===== src/rtl/move_cmd_gen_pkg.sv =====
// Shared constants for the frog game input front end.
// Direction codes are also used by player_control.
package move_cmd_gen_pkg;

  typedef enum logic [1:0] {
    DIR_UP    = 2'd0,
    DIR_DOWN  = 2'd1,
    DIR_LEFT  = 2'd2,
    DIR_RIGHT = 2'd3
  } dir_e;

  typedef enum logic {
    CMD_IDLE = 1'b0,
    CMD_PEND = 1'b1
  } cmd_state_e;

  localparam int NUM_SW = 4;

  // Fixed priority: Up > Down > Left > Right.
  function automatic dir_e prio_enc(input logic [NUM_SW-1:0] v);
    dir_e d;
    if (v[0])      d = DIR_UP;
    else if (v[1]) d = DIR_DOWN;
    else if (v[2]) d = DIR_LEFT;
    else           d = DIR_RIGHT;
    return d;
  endfunction

endpackage


===== src/rtl/move_cmd_gen_sw_debounce.sv =====
// One push-button channel: two-flop synchroniser and debouncer.
// rise_o pulses for one cycle after each debounced 0->1 flip.
module sw_debounce #(
  parameter int DEBOUNCE_CYCLES = 250000
) (
  input  logic clk_i,
  input  logic rst_i,
  input  logic sw_i,
  output logic state_o,
  output logic rise_o
);

  localparam int CW = (DEBOUNCE_CYCLES > 2) ? $clog2(DEBOUNCE_CYCLES) : 1;
  localparam logic [CW-1:0] CMAX = CW'(DEBOUNCE_CYCLES - 1);

  logic [1:0]    sync_q;
  logic [CW-1:0] cnt_q, cnt_d;
  logic          state_q, state_d;
  logic          rise_q, rise_d;

  always_comb begin
    cnt_d   = cnt_q;
    state_d = state_q;
    rise_d  = 1'b0;
    if (sync_q[1] == state_q) begin
      cnt_d = '0;
    end else if (cnt_q == CMAX) begin
      cnt_d   = '0;
      state_d = ~state_q;
      rise_d  = ~state_q;
    end else begin
      cnt_d = cnt_q + 1'b1;
    end
  end

  always_ff @(posedge clk_i or posedge rst_i) begin
    if (rst_i) begin
      sync_q  <= '0;
      cnt_q   <= '0;
      state_q <= 1'b0;
      rise_q  <= 1'b0;
    end else begin
      sync_q  <= {sync_q[0], sw_i};
      cnt_q   <= cnt_d;
      state_q <= state_d;
      rise_q  <= rise_d;
    end
  end

  assign state_o = state_q;
  assign rise_o  = rise_q;

endmodule


===== src/rtl/move_cmd_gen.sv =====
// Button front end: debounce, priority encode, single-slot command register.
// Define MOVE_AUTOREPEAT_EN to enable hold-to-repeat moves.
module move_cmd_gen
  import move_cmd_gen_pkg::*;
#(
  parameter int DEBOUNCE_CYCLES = 250000,
  parameter int REPEAT_DELAY    = 12500000,
  parameter int REPEAT_PERIOD   = 5000000
) (
  input  logic       CLK,
  input  logic       RST,
  input  logic       SW1,
  input  logic       SW2,
  input  logic       SW3,
  input  logic       SW4,
  output logic       MOVE_VALID,
  output logic [1:0] MOVE_DIR,
  input  logic       MOVE_READY,
  output logic [3:0] SW_STATE,
  output logic       DROPPED
);

  logic [NUM_SW-1:0] sw_raw;
  logic [NUM_SW-1:0] sw_state;
  logic [NUM_SW-1:0] sw_rise;
  logic [NUM_SW-1:0] ev_vec;
  logic              ev;
  dir_e              ev_dir;

  cmd_state_e st_q, st_d;
  dir_e       dir_q, dir_d;
  logic       drop_q, drop_d;
  logic       load;

  assign sw_raw = {SW4, SW3, SW2, SW1};

  for (genvar i = 0; i < NUM_SW; i++) begin : g_sw
    sw_debounce #(
      .DEBOUNCE_CYCLES(DEBOUNCE_CYCLES)
    ) u_db (
      .clk_i  (CLK),
      .rst_i  (RST),
      .sw_i   (sw_raw[i]),
      .state_o(sw_state[i]),
      .rise_o (sw_rise[i])
    );
  end

`ifdef MOVE_AUTOREPEAT_EN
  localparam int RMAX = (REPEAT_DELAY > REPEAT_PERIOD) ?
                        REPEAT_DELAY : REPEAT_PERIOD;
  localparam int RW = $clog2(RMAX + 1);
  localparam logic [RW-1:0] R_DLY = RW'(REPEAT_DELAY);
  localparam logic [RW-1:0] R_PER = RW'(REPEAT_PERIOD);

  logic [RW-1:0] rcnt_q, rcnt_d;
  logic          ract_q, ract_d;
  logic          rfirst_q, rfirst_d;
  dir_e          rown_q, rown_d;
  logic          rep_ev;

  // Counter holds cycles elapsed since the owning press or last repeat.
  assign rep_ev = ract_q && sw_state[rown_q] &&
                  (rcnt_q == (rfirst_q ? R_DLY : R_PER));
  assign ev_vec = sw_rise | ({{(NUM_SW-1){1'b0}}, rep_ev} << rown_q);

  always_comb begin
    rcnt_d   = rcnt_q;
    ract_d   = ract_q;
    rfirst_d = rfirst_q;
    rown_d   = rown_q;
    if (!sw_state[rown_q]) begin
      ract_d = 1'b0;
      rcnt_d = '0;
    end else if (ract_q) begin
      rcnt_d = rcnt_q + 1'b1;
    end
    if (rep_ev) begin
      rcnt_d   = RW'(1);
      rfirst_d = 1'b0;
    end
    if (|sw_rise) begin
      rcnt_d   = RW'(1);
      rfirst_d = 1'b1;
      if (load) begin
        rown_d = ev_dir;
        ract_d = 1'b1;
      end
    end
  end

  always_ff @(posedge CLK or posedge RST) begin
    if (RST) begin
      rcnt_q   <= '0;
      ract_q   <= 1'b0;
      rfirst_q <= 1'b1;
      rown_q   <= DIR_UP;
    end else begin
      rcnt_q   <= rcnt_d;
      ract_q   <= ract_d;
      rfirst_q <= rfirst_d;
      rown_q   <= rown_d;
    end
  end
`else
  assign ev_vec = sw_rise;
`endif

  assign ev     = |ev_vec;
  assign ev_dir = prio_enc(ev_vec);
  assign load   = ev && !(st_q == CMD_PEND && !MOVE_READY);

  always_comb begin
    st_d   = st_q;
    dir_d  = dir_q;
    drop_d = 1'b0;
    if (st_q == CMD_PEND && !MOVE_READY) begin
      drop_d = ev;
    end else if (ev) begin
      st_d  = CMD_PEND;
      dir_d = ev_dir;
    end else if (st_q == CMD_PEND) begin
      st_d = CMD_IDLE;
    end
  end

  always_ff @(posedge CLK or posedge RST) begin
    if (RST) begin
      st_q   <= CMD_IDLE;
      dir_q  <= DIR_UP;
      drop_q <= 1'b0;
    end else begin
      st_q   <= st_d;
      dir_q  <= dir_d;
      drop_q <= drop_d;
    end
  end

  assign MOVE_VALID = (st_q == CMD_PEND);
  assign MOVE_DIR   = dir_q;
  assign SW_STATE   = sw_state;
  assign DROPPED    = drop_q;

endmodule


===== config.mk =====
export PLATFORM = sky130hd
export DESIGN_NAME = move_cmd_gen
export DESIGN_NICKNAME = d
export VERILOG_FILES = /design/src/rtl/move_cmd_gen_pkg.sv /design/src/rtl/move_cmd_gen_sw_debounce.sv /design/src/rtl/move_cmd_gen.sv
export SDC_FILE = /design/constraint.sdc
export NUM_CORES = 1
export LEC_CHECK = 0
export BUFFER_PORTS_ARGS = -buffer_cell sky130_fd_sc_hd__buf_2
export CAP_MARGIN = 20
export CORE_UTILIZATION = 60
export DETAILED_ROUTE_END_ITERATION = 6
export PLACE_DENSITY = 0.75
export SLEW_MARGIN = 40
export SYNTH_ARGS = -nofsm -noshare
export SYNTH_HDL_FRONTEND = slang
export SYNTH_SLANG_ARGS = --single-unit

===== constraint.sdc =====
create_clock -name CLK -period 8 [get_ports CLK]
set_input_delay 1.2 -clock CLK [delete_from_list [all_inputs] [get_ports CLK]]
set_output_delay 1.2 -clock CLK [all_outputs]
set_load 0.02 [all_outputs]

==> results.toml <==
[global_route]
grt.total_usage_pct = 22.8
grt_pass1_vias = 3040
grt_overflow = 0
grt_pass1_wl_um = 13600
antenna_found_initial = 0
grt_max_degree = 63

[layout]
drive_gt1_share_pct = 11.4
antennaDiodeCount = 0
multi_input_area_mm2 = 0.00202
synthToLayoutAreaGrowth_pct = 9.94
final_common_cell = "dfrtp_1"
regArea_mm2 = 0.00230
finalNetCount = 455
mostFrequentLayoutCells = "92 x dfrtp_1, 73 x nor2_1, 35 x xnor2_1"
fill_cells = 520

[critical_path]
crit_required_ns = 6.80
rr_startpoint = "g_sw[2].u_db.cnt_q[10]"
critPathBufInv = 1
cpLargestDelayFamily = "flip-flops"
cp-start-kind = "flip-flop"
cp_slowest_cell = "dfrtp_1"
worstSetupPathType = "flip-flop to output pin"
critPathArrivalTime_ns = 0.96
max_stage_delay_ns = 0.41
worstPathMaxFanout = 4
endpoint_kind = "output pin"
startpoint = "g_sw[1].u_db.state_o"
crit_path_cell_trace = "buf_2"

[logic_synthesis]
synth_cell_types = 44
async_reset_ff_share_pct = 100
synth.area.mux_share_pct = 0.849
ys_ff_latch = 92
yosys_warnings = 0
ys_seq_area_share_pct = 52.1
synth_top_family_by_area = "simple AND/OR/NAND/NOR gates"
netlist_area_mm2 = 0.00442
synth_top_flop_cell = "dfrtp_1"
syn_nets = 440
syn_area_per_cell_um2 = 10.3
synth_edf_count = 0
yosys.area_share.simple_pct = 27.2
synth_fa_ha_area_share_pct = 1.13
synthCells = 429
synth_compound_area_share_pct = 4.73
synth_xor_area_share_pct = 11.7

[sta]
tightest_slew_ns = 0.734
drv_slew = 0
hold_viol_final = 0
layout_min_cycle_time_ns = 2.16
rsz0062_at_grt = "no"
fmax_mhz = 464
post-route-period-util_pct = 27.0
max_slew_margin_pct = 51.1
finalSetupTns_ns = 0
setup_viol = 0
final.setup_skew_ns = 0.0115

[clock_tree]
cts_buffers = 9
post_cts_resized = 0
clk_latency_ns = 0.36
cts_sinks = 92
postCtsSetupRepairBufs = 0
clk_pin_slew_ns = 0.08
cts_tree = "done"
htree_levels = 3
ctsLongestPathBuffers = 2
hold_buffers = 0
cts_root_buf = "clkbuf_8"

[worst_hold_path]
hold_class = "flip-flop to flip-flop"
min_from = "g_sw[3].u_db.sync_q[0]"

[die]
placementRows = 30
die_w_um = 87.8
fp.dieH_um = 87.8
initial_core_util_pct = 63.6
coreArea_mm2 = 0.00694
io_pins = 15
dieArea_mm2 = 0.00771

[pwr]
leakagePower_nw = 2.05
fin_total_pwr_mw = 0.939
vdd_drop_max_v = 0.000110
p_per_area_mw_per_mm2 = 193

[flow_run]
maxCapViolCount = 0

[routing]
postRouteAntennaNets = 0
firstDrtPassIters = 4
route.detailed.drc = 0
drtIter0Drc = 137
vias = 3109
avgViaCountPerCell = 5.70
wire_per_inst_um = 14.1
routed_wl_um = 7690

[placed_design]
portBuffers = 14
hpwlAfterDp_um = 5150
place.gp.congestion = 0.807

[run_status]
outcome = "finished, final reports clean"
## synth_stat cells, types with 7 or more instances
cell	instances	area share, %
xnor2_1	35	6.9
o21ai_0	9	1.0
inv_1	8	0.68
and3_1	7	0.99
nand4_1	21	3.0
nand2_1	24	2.0
nor3_1	11	1.2
nor2_1	73	6.2
xor2_1	24	4.8
and4_1	10	2.0
nand3_1	29	3.3
dfrtp_1	92	52
nor4_1	16	2.3
a21oi_1	10	1.1
## registers in the layout, indices dropped and copies added (netlist names)
register           flops
g_sw.u_db.cnt_q       72
MOVE_VALID             1
g_sw.u_db.state_o      4
DROPPED                1
g_sw.u_db.sync_q       8
MOVE_DIR               2
g_sw.u_db.rise_o       4
## stage by stage
stage	setup slack [ns]	hold WS, ns	instance area [um2]	util [%]	std cells
after global routing	5.79	0.356	4860	70.0	545
final	5.84	0.354	4860	70.0	545
after detailed placement	5.55	0.335	4550	65.6	527
after global placement	5.59	0.332	4550	65.5	527
after CTS	5.82	0.354	4840	69.7	543
after floorplan	4.41	0.331	4420	-	429
## worst paths after layout
check | end | slack [ns] | cells past startpoint
max | SW_STATE[1] | 5.84 | 1
min | g_sw[3].u_db.sync_q[1] | 0.35 | 0
max in group asynchronous | MOVE_DIR[0] | 6.25 | 3
min in group asynchronous | g_sw[1].u_db.state_o | 0.86 | 2
min reg2reg | g_sw[3].u_db.sync_q[1] | 0.35 | 0
max reg2reg | g_sw[2].u_db.state_o | 6.03 | 4
## metal layers
layer	vias up	GRT usage (%)	share of wire, %	routed length [um]
met5	-	0	0	0
met2	45	36.5	47	3600
met3	8	3.58	3.0	231
met4	0	9.24	1.3	102
met1	1506	31.2	49	3750
li1	1550	-	-	-
## area by class of cell
class                           instances  share of cell area, %
Clock buffer                           10                   2.63
Clock inverter                          6                   3.27
Inverter                                8                  0.644
Multi-Input combinational cell        316                   41.6
Sequential cell                        92                   47.4
Tap cell                               96                   2.47
Timing Repair Buffer                   17                   1.98
## logic make-up after synthesis
logic type                 Yosys count
and+or+nand+nor                    221
xor gates and xnor gates            59
buffers and inverters               21
adders and majority gates            4
muxes                                3
AOI/OAI and AO/OA                   29
DFF                                 92
## power breakdown
| group | total, mW | internal, mW | leakage, nW | switching, mW |
|---|---|---|---|---|
| sequential | 0.478 | 0.471 | 1.25 | 0.00667 |
| combinational | 0.0280 | 0.00871 | 0.661 | 0.0193 |
| clock | 0.432 | 0.272 | 0.141 | 0.160 |
| total | 0.939 | 0.752 | 2.05 | 0.186 |
Power figures use the tool's default switching activity.
